$ cat src/rtl/pulse_params_pkg.sv
// Shared pulse-parameter definitions: frame constants, field layout and byte helpers
// used by both the parameter report transmitter and the command receiver.
package pulse_params_pkg;

    localparam logic [7:0] PKT_HDR     = 8'hA5;
    localparam int         FRAME_LEN   = 20;
    localparam int         PAYLOAD_LEN = 18;

    localparam int PERIOD_W          = 32;
    localparam int P1WIDTH_W         = 16;
    localparam int DELAY_W           = 16;
    localparam int P2WIDTH_W         = 16;
    localparam int NUT_DEL_W         = 16;
    localparam int NUT_WID_W         = 8;
    localparam int PULSE_BLOCK_W     = 8;
    localparam int PULSE_BLOCK_OFF_W = 16;
    localparam int CPMG_W            = 8;
    localparam int BLK_W             = 8;

    // Member order is wire order; packing MSB-first makes byte k of the payload
    // simply the k-th byte from the top of the flattened struct.
    typedef struct packed {
        logic [PERIOD_W-1:0]          period;
        logic [P1WIDTH_W-1:0]         p1width;
        logic [DELAY_W-1:0]           delay;
        logic [P2WIDTH_W-1:0]         p2width;
        logic [NUT_DEL_W-1:0]         nut_del;
        logic [NUT_WID_W-1:0]         nut_wid;
        logic [PULSE_BLOCK_W-1:0]     pulse_block;
        logic [PULSE_BLOCK_OFF_W-1:0] pulse_block_off;
        logic [CPMG_W-1:0]            cpmg;
        logic [BLK_W-1:0]             blk;
    } pulse_params_t;

    localparam int PARAMS_W = $bits(pulse_params_t);

    typedef enum logic [2:0] {IDLE, LOAD, SEND, NEXT, FINISH} tx_state_t;

    function automatic logic [7:0] payload_byte(input pulse_params_t p, input logic [4:0] idx);
        logic [PARAMS_W-1:0] flat;
        flat = p;
        flat = flat << (8 * idx);
        return flat[PARAMS_W-1 -: 8];
    endfunction

    function automatic logic [7:0] payload_sum(input pulse_params_t p);
        logic [PARAMS_W-1:0] flat;
        logic [7:0]          sum;
        flat = p;
        sum  = 8'h00;
        for (int i = 0; i < PAYLOAD_LEN; i++) begin
            sum  = sum + flat[PARAMS_W-1 -: 8];
            flat = flat << 8;
        end
        return sum;
    endfunction

endpackage

$ cat src/rtl/uart_tx_byte.sv
// 8N1 UART byte serializer. ready is high when idle and during the last cycle
// of the stop bit, so a byte offered then starts with no idle gap.
module uart_tx_byte #(
    parameter int CLKS_PER_BIT = 104
) (
    input  logic       clk,
    input  logic       resetn,
    input  logic       valid,
    input  logic [7:0] data,
    output logic       ready,
    output logic       tx
);

    localparam int                BAUD_W    = (CLKS_PER_BIT > 1) ? $clog2(CLKS_PER_BIT) : 1;
    localparam logic [BAUD_W-1:0] BAUD_LAST = BAUD_W'(CLKS_PER_BIT - 1);
    localparam logic [3:0]        BIT_STOP  = 4'd9;

    logic              active;
    logic [3:0]        bit_idx;
    logic [BAUD_W-1:0] baud_cnt;
    logic [8:0]        shreg;
    logic              bit_end;

    assign bit_end = (baud_cnt == BAUD_LAST);
    assign ready   = !active || ((bit_idx == BIT_STOP) && bit_end);

    // shreg holds the bits still to go out with the stop bit on top; ones shift
    // in behind it so the line rests high once the byte is finished.
    always_ff @(posedge clk) begin
        if (!resetn) begin
            active   <= 1'b0;
            bit_idx  <= '0;
            baud_cnt <= '0;
            shreg    <= '0;
            tx       <= 1'b1;
        end else if (valid && ready) begin
            active   <= 1'b1;
            bit_idx  <= '0;
            baud_cnt <= '0;
            shreg    <= {1'b1, data};
            tx       <= 1'b0;
        end else if (active) begin
            if (bit_end) begin
                baud_cnt <= '0;
                tx       <= shreg[0];
                shreg    <= {1'b1, shreg[8:1]};
                if (bit_idx == BIT_STOP) begin
                    active  <= 1'b0;
                    bit_idx <= '0;
                end else begin
                    bit_idx <= bit_idx + 4'd1;
                end
            end else begin
                baud_cnt <= baud_cnt + 1'b1;
            end
        end
    end

endmodule

$ cat src/rtl/param_report_tx.sv
// Sends a snapshot of the current pulse parameters over the UART as a
// 20-byte frame: header, 18 payload bytes, 8-bit additive checksum.
module param_report_tx
    import pulse_params_pkg::*;
#(
    parameter int         CLKS_PER_BIT = 104,
    parameter logic [7:0] HDR_BYTE     = PKT_HDR
) (
    input  logic        clk,
    input  logic        resetn,
    input  logic        start,
    input  logic [31:0] period,
    input  logic [15:0] p1width,
    input  logic [15:0] delay,
    input  logic [15:0] p2width,
    input  logic [15:0] nut_del,
    input  logic [7:0]  nut_wid,
    input  logic [7:0]  pulse_block,
    input  logic [15:0] pulse_block_off,
    input  logic [7:0]  cpmg,
    input  logic        block,
    output logic        tx,
    output logic        busy,
    output logic        done
);

    localparam logic [4:0] LAST_IDX  = 5'(FRAME_LEN - 1);
    localparam logic [4:0] CSUM_PREV = 5'(FRAME_LEN - 2);

    tx_state_t     state;
    pulse_params_t snap;
    pulse_params_t live;
    logic [7:0]    csum;
    logic [4:0]    byte_idx;
    logic          accept;
    logic          byte_valid;
    logic [7:0]    byte_data;
    logic          byte_ready;

    assign live = '{
        period:          period,
        p1width:         p1width,
        delay:           delay,
        p2width:         p2width,
        nut_del:         nut_del,
        nut_wid:         nut_wid,
        pulse_block:     pulse_block,
        pulse_block_off: pulse_block_off,
        cpmg:            cpmg,
        blk:             {7'd0, block}
    };

    // busy is low only in IDLE and FINISH, so a chained start in the done cycle is taken.
    assign accept = resetn && start && !busy;

    // The header goes out on the accepting edge itself; every later byte is
    // handed over in the last stop-bit cycle of the byte currently on the wire.
    always_comb begin
        byte_valid = 1'b0;
        byte_data  = HDR_BYTE;
        if (accept) begin
            byte_valid = 1'b1;
        end else if (state == SEND && byte_ready && byte_idx != LAST_IDX) begin
            byte_valid = 1'b1;
            byte_data  = (byte_idx == CSUM_PREV) ? csum : payload_byte(snap, byte_idx);
        end
    end

    // byte_idx names the byte currently being serialized.
    always_ff @(posedge clk) begin
        if (!resetn) begin
            state    <= IDLE;
            snap     <= '0;
            csum     <= '0;
            byte_idx <= '0;
            busy     <= 1'b0;
            done     <= 1'b0;
        end else begin
            done <= 1'b0;
            if (accept) begin
                snap     <= live;
                byte_idx <= '0;
                busy     <= 1'b1;
                state    <= LOAD;
            end else begin
                case (state)
                    IDLE: state <= IDLE;
                    LOAD: begin
                        csum  <= payload_sum(snap);
                        state <= SEND;
                    end
                    SEND: begin
                        if (byte_ready) begin
                            if (byte_idx == LAST_IDX) begin
                                done  <= 1'b1;
                                busy  <= 1'b0;
                                state <= FINISH;
                            end else begin
                                state <= NEXT;
                            end
                        end
                    end
                    NEXT: begin
                        byte_idx <= byte_idx + 5'd1;
                        state    <= SEND;
                    end
                    FINISH:  state <= IDLE;
                    default: state <= IDLE;
                endcase
            end
        end
    end

    uart_tx_byte #(
        .CLKS_PER_BIT(CLKS_PER_BIT)
    ) u_uart (
        .clk   (clk),
        .resetn(resetn),
        .valid (byte_valid),
        .data  (byte_data),
        .ready (byte_ready),
        .tx    (tx)
    );

endmodule

$ cat config.mk
export PLATFORM = sky130hd
export DESIGN_NAME = param_report_tx
export DESIGN_NICKNAME = d
export VERILOG_FILES = /design/src/rtl/pulse_params_pkg.sv /design/src/rtl/uart_tx_byte.sv /design/src/rtl/param_report_tx.sv
export SDC_FILE = /design/constraint.sdc
export NUM_CORES = 1
export LEC_CHECK = 0
export CORE_ASPECT_RATIO = 1.1
export CORE_MARGIN = 1.5
export CORE_UTILIZATION = 40
export DETAILED_ROUTE_END_ITERATION = 8
export SLEW_MARGIN = 5
export SYNTH_ARGS = -nofsm -noshare
export SYNTH_HDL_FRONTEND = slang
export SYNTH_SLANG_ARGS = --single-unit
$ cat constraint.sdc
create_clock -name clk -period 6.7 [get_ports clk]
set_input_delay 2.01 -clock clk [delete_from_list [all_inputs] [get_ports clk]]
set_output_delay 2.01 -clock clk [all_outputs]
set_load 0.03 [all_outputs]
==> Word-level counts from Yosys, hierarchy flattened <==
Cells that the tools add are included.
{ "word_totals": {"ff_bits": 177, "input_bits": 140, "output_inout_bits": 3, "elab_cells": 104} }
{ "classes": {"addsub": 20, "n_eq_ne": 10, "shifts": 1, "n_mux": 26, "bitwise_logic": 4, "n_reduce_logical": 22} }
{ "ops": {"columns": ["operator", "n"], "rows": [
  ["144-bit by 8-bit left shift with 144-bit output", 1],
  ["8-bit adder", 16],
  ["9-bit two-way mux", 3],
  ["8-bit two-way mux", 3],
  ["1-bit two-way mux", 15],
  ["5-bit equality test, second input constant", 2],
  ["2-bit nonzero test", 5],
  ["8-bit by 1-bit adder with 8-bit output", 1],
  ["7-bit by 1-bit adder with 7-bit output, second input constant", 1],
  ["7-bit equality test, second input constant", 1],
  ["7-bit two-way mux", 1],
  ["3-bit by 2-bit equality test with 1-bit output, second input constant", 2],
  ["1-bit logical AND", 6],
  ["3-bit two-way mux", 2],
  ["3-bit one-hot mux with 2 select lines", 1],
  ["2-bit AND reduction", 3],
  ["2-bit OR reduction", 3],
  ["5-bit by 1-bit adder with 5-bit output, second input constant", 1],
  ["5-bit inequality test, second input constant", 1],
  ["4-bit by 1-bit adder with 4-bit output, second input constant", 1],
  ["4-bit equality test, second input constant", 1],
  ["4-bit two-way mux", 1],
  ["1-bit inverter", 4],
  ["4-bit OR reduction", 1],
  ["6 further kinds", 7]
]} }

==> Depth between registers and ports, before layout <==
{ "depth": {"depth_word": 17, "mapped_depth": 20, "depth_no_buf": 20} }

==> Cells and area by module <==
A second synthesis with hierarchy kept.
{ "unflattened": {"hier_cells": 1181, "area_unflattened_um2": 10598.9} }
{ "modules_own_cells": {"columns": ["module", "instances", "cells_each", "area_per_inst_um2", "seq_area_each_um2"], "rows": [
  ["param_report_tx", 1, 1070, 9600.5, 3103.0],
  ["uart_tx_byte", 1, 111, 998.5, 440.4]
]} }

==> Worst setup path after synthesis <==
No wires, ideal clock.
{ "synth_path": {"kind": "reg-to-reg", "startpoint": "register snap[11] (netlist name)", "endpoint": "register csum[7]", "setup_time_ns": 0.070, "arrival_time_ns": 4.805, "required_ns": 6.630, "setup_slack_ns": 1.825, "stages_incl_launch_ff": 18, "path_buffers": 0, "period_less_slack_ns": 4.875, "cell_sequence": "dfxtp_1 inv_1 fa_1 inv_1 fa_1 fa_1 fa_1 fa_1 inv_1 fa_1 inv_1 ha_1 a21o_1 a21oi_1 o21bai_1 a21oi_1 xnor3_1 a21oi_1"} }
{ "synth_via": {"elab_chain_cells": 2} }
{ "synth_lines": {"columns": ["element", "line", "source"], "rows": [
  ["from (decl)", "param_report_tx.sv:31", "pulse_params_t snap;"],
  ["from (signal assigned)", "param_report_tx.sv:81", "snap <= live;"],
  ["8-bit adder", "pulse_params_pkg.sv:52", "sum = sum + flat[PARAMS_W-1 -: 8];"],
  ["8-bit by 1-bit adder with 8-bit output", "pulse_params_pkg.sv:52", null],
  ["to (signal assigned)", "param_report_tx.sv:89", "csum <= payload_sum(snap);"],
  ["to (decl)", "param_report_tx.sv:33", "logic [7:0] csum;"]
]} }
Every way passes these cells.
A chain may end at the register's enable or synchronous reset.

==> Worst setup path after layout <==
Ends and elaborated chain as after synthesis.

==> reports/results.ini <==
[outcome]
status=finished with violations
violations=design-rule violations

[setup_path]
reg2reg_to=csum[7]$_SDFFE_PN0P_
worst_ep_required_time_ps=7060
crit_type=flip-flop to flip-flop
r2r_start=snap[11]$_SDFFE_PN0P_
worstSetupEndpointType=flip-flop
worstRegToRegCells=17
crit_fanout=2
start_kind=flip-flop
crit_arrival_ps=5600
regToRegSetupSlack_ps=1460

[cts]
cts_tree=done
hold_buffers=0
clk_latency_ps=440
cts_htree_levels=4
cts_sinks=177
clkTransAtPathRegs_ps=70
clk_path_buf_depth=2
cts_setup_buffers=0
cts_resized=0
root_buffer=clkbuf_16
cts_buffers=17

[placement]
port_buffers=142
dp_hpwl_um=19400
gp_congestion=0.820
dp_cells=1335

[synthesis]
yosysWarningCount=0
synthArstFlopShare_pct=0
synth_enable_flop_cells=0
synth_ff_type=dfxtp_1
syn_area_um2=9900
postSynthAreaPerCell_um2=10.7
syn-num-nets=1177
synth_cell_types=50
seq_area_frac_synth_pct=35.8
synth_seq_cells=177
netlist_instances=927

[detailed_routing]
drt-total-wl_um=25400
wl_met1_um=11400
highest_layer=met4
wl_per_cell_um=18.6
wl_met2_um=12400
vias_per_cell=5.15
first_pass_iters=9
ant_nets=0
route.met3.wl_um=1140
dr.first_iter.drc_count=443
via_count=7046
drc=1

[worst_hold_path]
min_to=state[1]$_SDFFE_PP0P_
min_delay_path_depth=1
hold_class=flip-flop to flip-flop
worstHoldStart=state[2]$_SDFFE_PP0P_

[sta]
timing_worst_slew_pin_value_ps=1080
fin_crit_sh_pct=78.2
finalMaxSlewViolations=0
layout_min_cycle_time_ps=5240
skew_ps=17.2
setup_tns_ps=0
finalHoldViolations=0
timing.hold.ws_ps=458
setup_violations=0
max_slew_margin_pct=27.8
rsz0062_at_grt=false
fmax_mhz=191

[layout]
final_nets=1294
areaGrowthSynthToFinish_pct=22.4
register_area_um2=3550
layout-drive-gt1-share_pct=6.62
instances_no_fill=1367
diodes=0
final_cell_mix=175 x dfxtp_1, 148 x inv_1, 142 x clkdlybuf4s50_1
multiInputGateArea_um2=5580
utilization_pct=49.7
n_fill_cell=2242
final_common_cell=dfxtp_1

[floorplanning]
dieHeight_um=168
io_pins=143
core_um2=24400
std_cell_rows=60
fp.dieW_um=153
die-area_um2=25700
start_util_pct=40.6

[grt]
track_usage_pct=20.6
antenna_found_initial=0
grt_start_max_net_pins=84
grt_pass1_wl_um=40200
grt_overflow=0
first_global_vias=7181

[power_and_ir_drop]
max-vdd-ir-drop_mv=0.241
p_leak_nw=4.89
power.density_nw_per_um2=330
power_mw=4.00

[run]
cap_violations=0

[logic make-up (layout without fill, tap and decap cells)]
logic type      count (synthesis)  in the layout  synth area share [%]
compound gates                190            190                  14.0
xor+xnor                       46             46                  4.21
fa+ha+maj                     110            110                  21.0
buf+inv                       198            328                  7.94
flops                         177            177                  35.8
mux                            47             47                  9.92
simple gates                  159            159                  7.14
[Yosys cell counts (all sizes together), types with 2 or more instances]
library cell	n	area, um2
a211oi	2	15.0
a21o	5	37.5
a21oi	12	60.1
a221oi	7	61.3
a22o	85	744
a22oi	6	45.0
a31oi	4	25.0
and2	4	25.0
buf	18	106
clkbuf	32	124
dfxtp	177	3540
fa	94	1880
ha	16	200
inv	148	556
mux2i	10	100
mux4	37	882
nand2	71	267
nand2b	6	37.5
nand3	4	20.0
nand4	5	31.3
nand4bb	2	22.5
nor2	47	176
nor2b	6	37.5
nor3	6	35.0
nor3b	2	15.0
o211a	2	20.0
o21ai	58	290
o32a	2	20.0
o32ai	2	17.5
or2	2	12.5
xnor2	34	298
xor2	11	96.3
[cell type report]
cell class                      instances  share of cell area [%]
Tap cell                              310                    3.20
Sequential cell                       177                    29.3
Multi-Input combinational cell        552                    46.1
Clock inverter                         14                    1.13
Clock buffer                           18                    3.63
Timing Repair Buffer                  148                    12.1
Inverter                              148                    4.59
[flip-flops by register name (all words and copies together) (netlist names)]
| name | cells |
|---|---|
| u_uart.baud_cnt | 7 |
| snap | 137 |
| u_uart.bit_idx | 4 |
| csum | 8 |
| state | 3 |
| u_uart.tx | 1 |
| done | 1 |
| u_uart.shreg | 9 |
| byte_idx | 5 |
| busy | 1 |
| u_uart.active | 1 |
[power breakdown]
part	total, mW	internal, mW	switching (mW)	leakage (nW)
clock network	0.988	0.505	0.484	0.286
registers	1.19	1.13	0.0602	1.45
logic	1.83	0.882	0.946	3.15
[per-layer routing]
metal	track usage, %	vias up
met5	0	-
met4	5.54	0
met3	3.53	28
met2	34.7	194
met1	27.5	3472
li1	-	3352
[through the flow]
| stage | cell area, um2 | worst slack, ps |
|---|---|---|
| 3_5_place_dp | 11500 | 1450 |
| 2_1_floorplan | 9900 | 1820 |
| 4_1_cts | 12100 | 1420 |
| 6_report | 12100 | 1460 |
| 3_3_place_gp | 11500 | 1510 |
| 5_1_grt | 12100 | 1230 |
[critical path, cell delays in order, from the launching register on]
cell and delay (ps):
dfxtp_1 360, inv_1 80, fa_1 530, inv_1 50, fa_1 500, fa_1 510, fa_1 520, fa_1 540
inv_1 50, fa_1 520, inv_1 60, ha_1 280, a21o_1 150, a21oi_1 220, o21bai_1 90, a21oi_1 270
xnor3_1 270, a21oi_1 150
[worst max-delay path by stage]
stage / from / end / cells past startpoint
2_1_floorplan: snap[11]$_SDFFE_PN0P_ / csum[7]$_SDFFE_PN0P_ / 17
3_3_place_gp: snap[10]$_SDFFE_PN0P_ / csum[7]$_SDFFE_PN0P_ / 17
3_5_place_dp: snap[11]$_SDFFE_PN0P_ / csum[7]$_SDFFE_PN0P_ / 17
4_1_cts: snap[11]$_SDFFE_PN0P_ / csum[7]$_SDFFE_PN0P_ / 17
5_1_grt: snap[11]$_SDFFE_PN0P_ / csum[7]$_SDFFE_PN0P_ / 17
6_report: snap[11]$_SDFFE_PN0P_ / csum[7]$_SDFFE_PN0P_ / 17
Note: power is estimated with default switching activity, not from simulation.
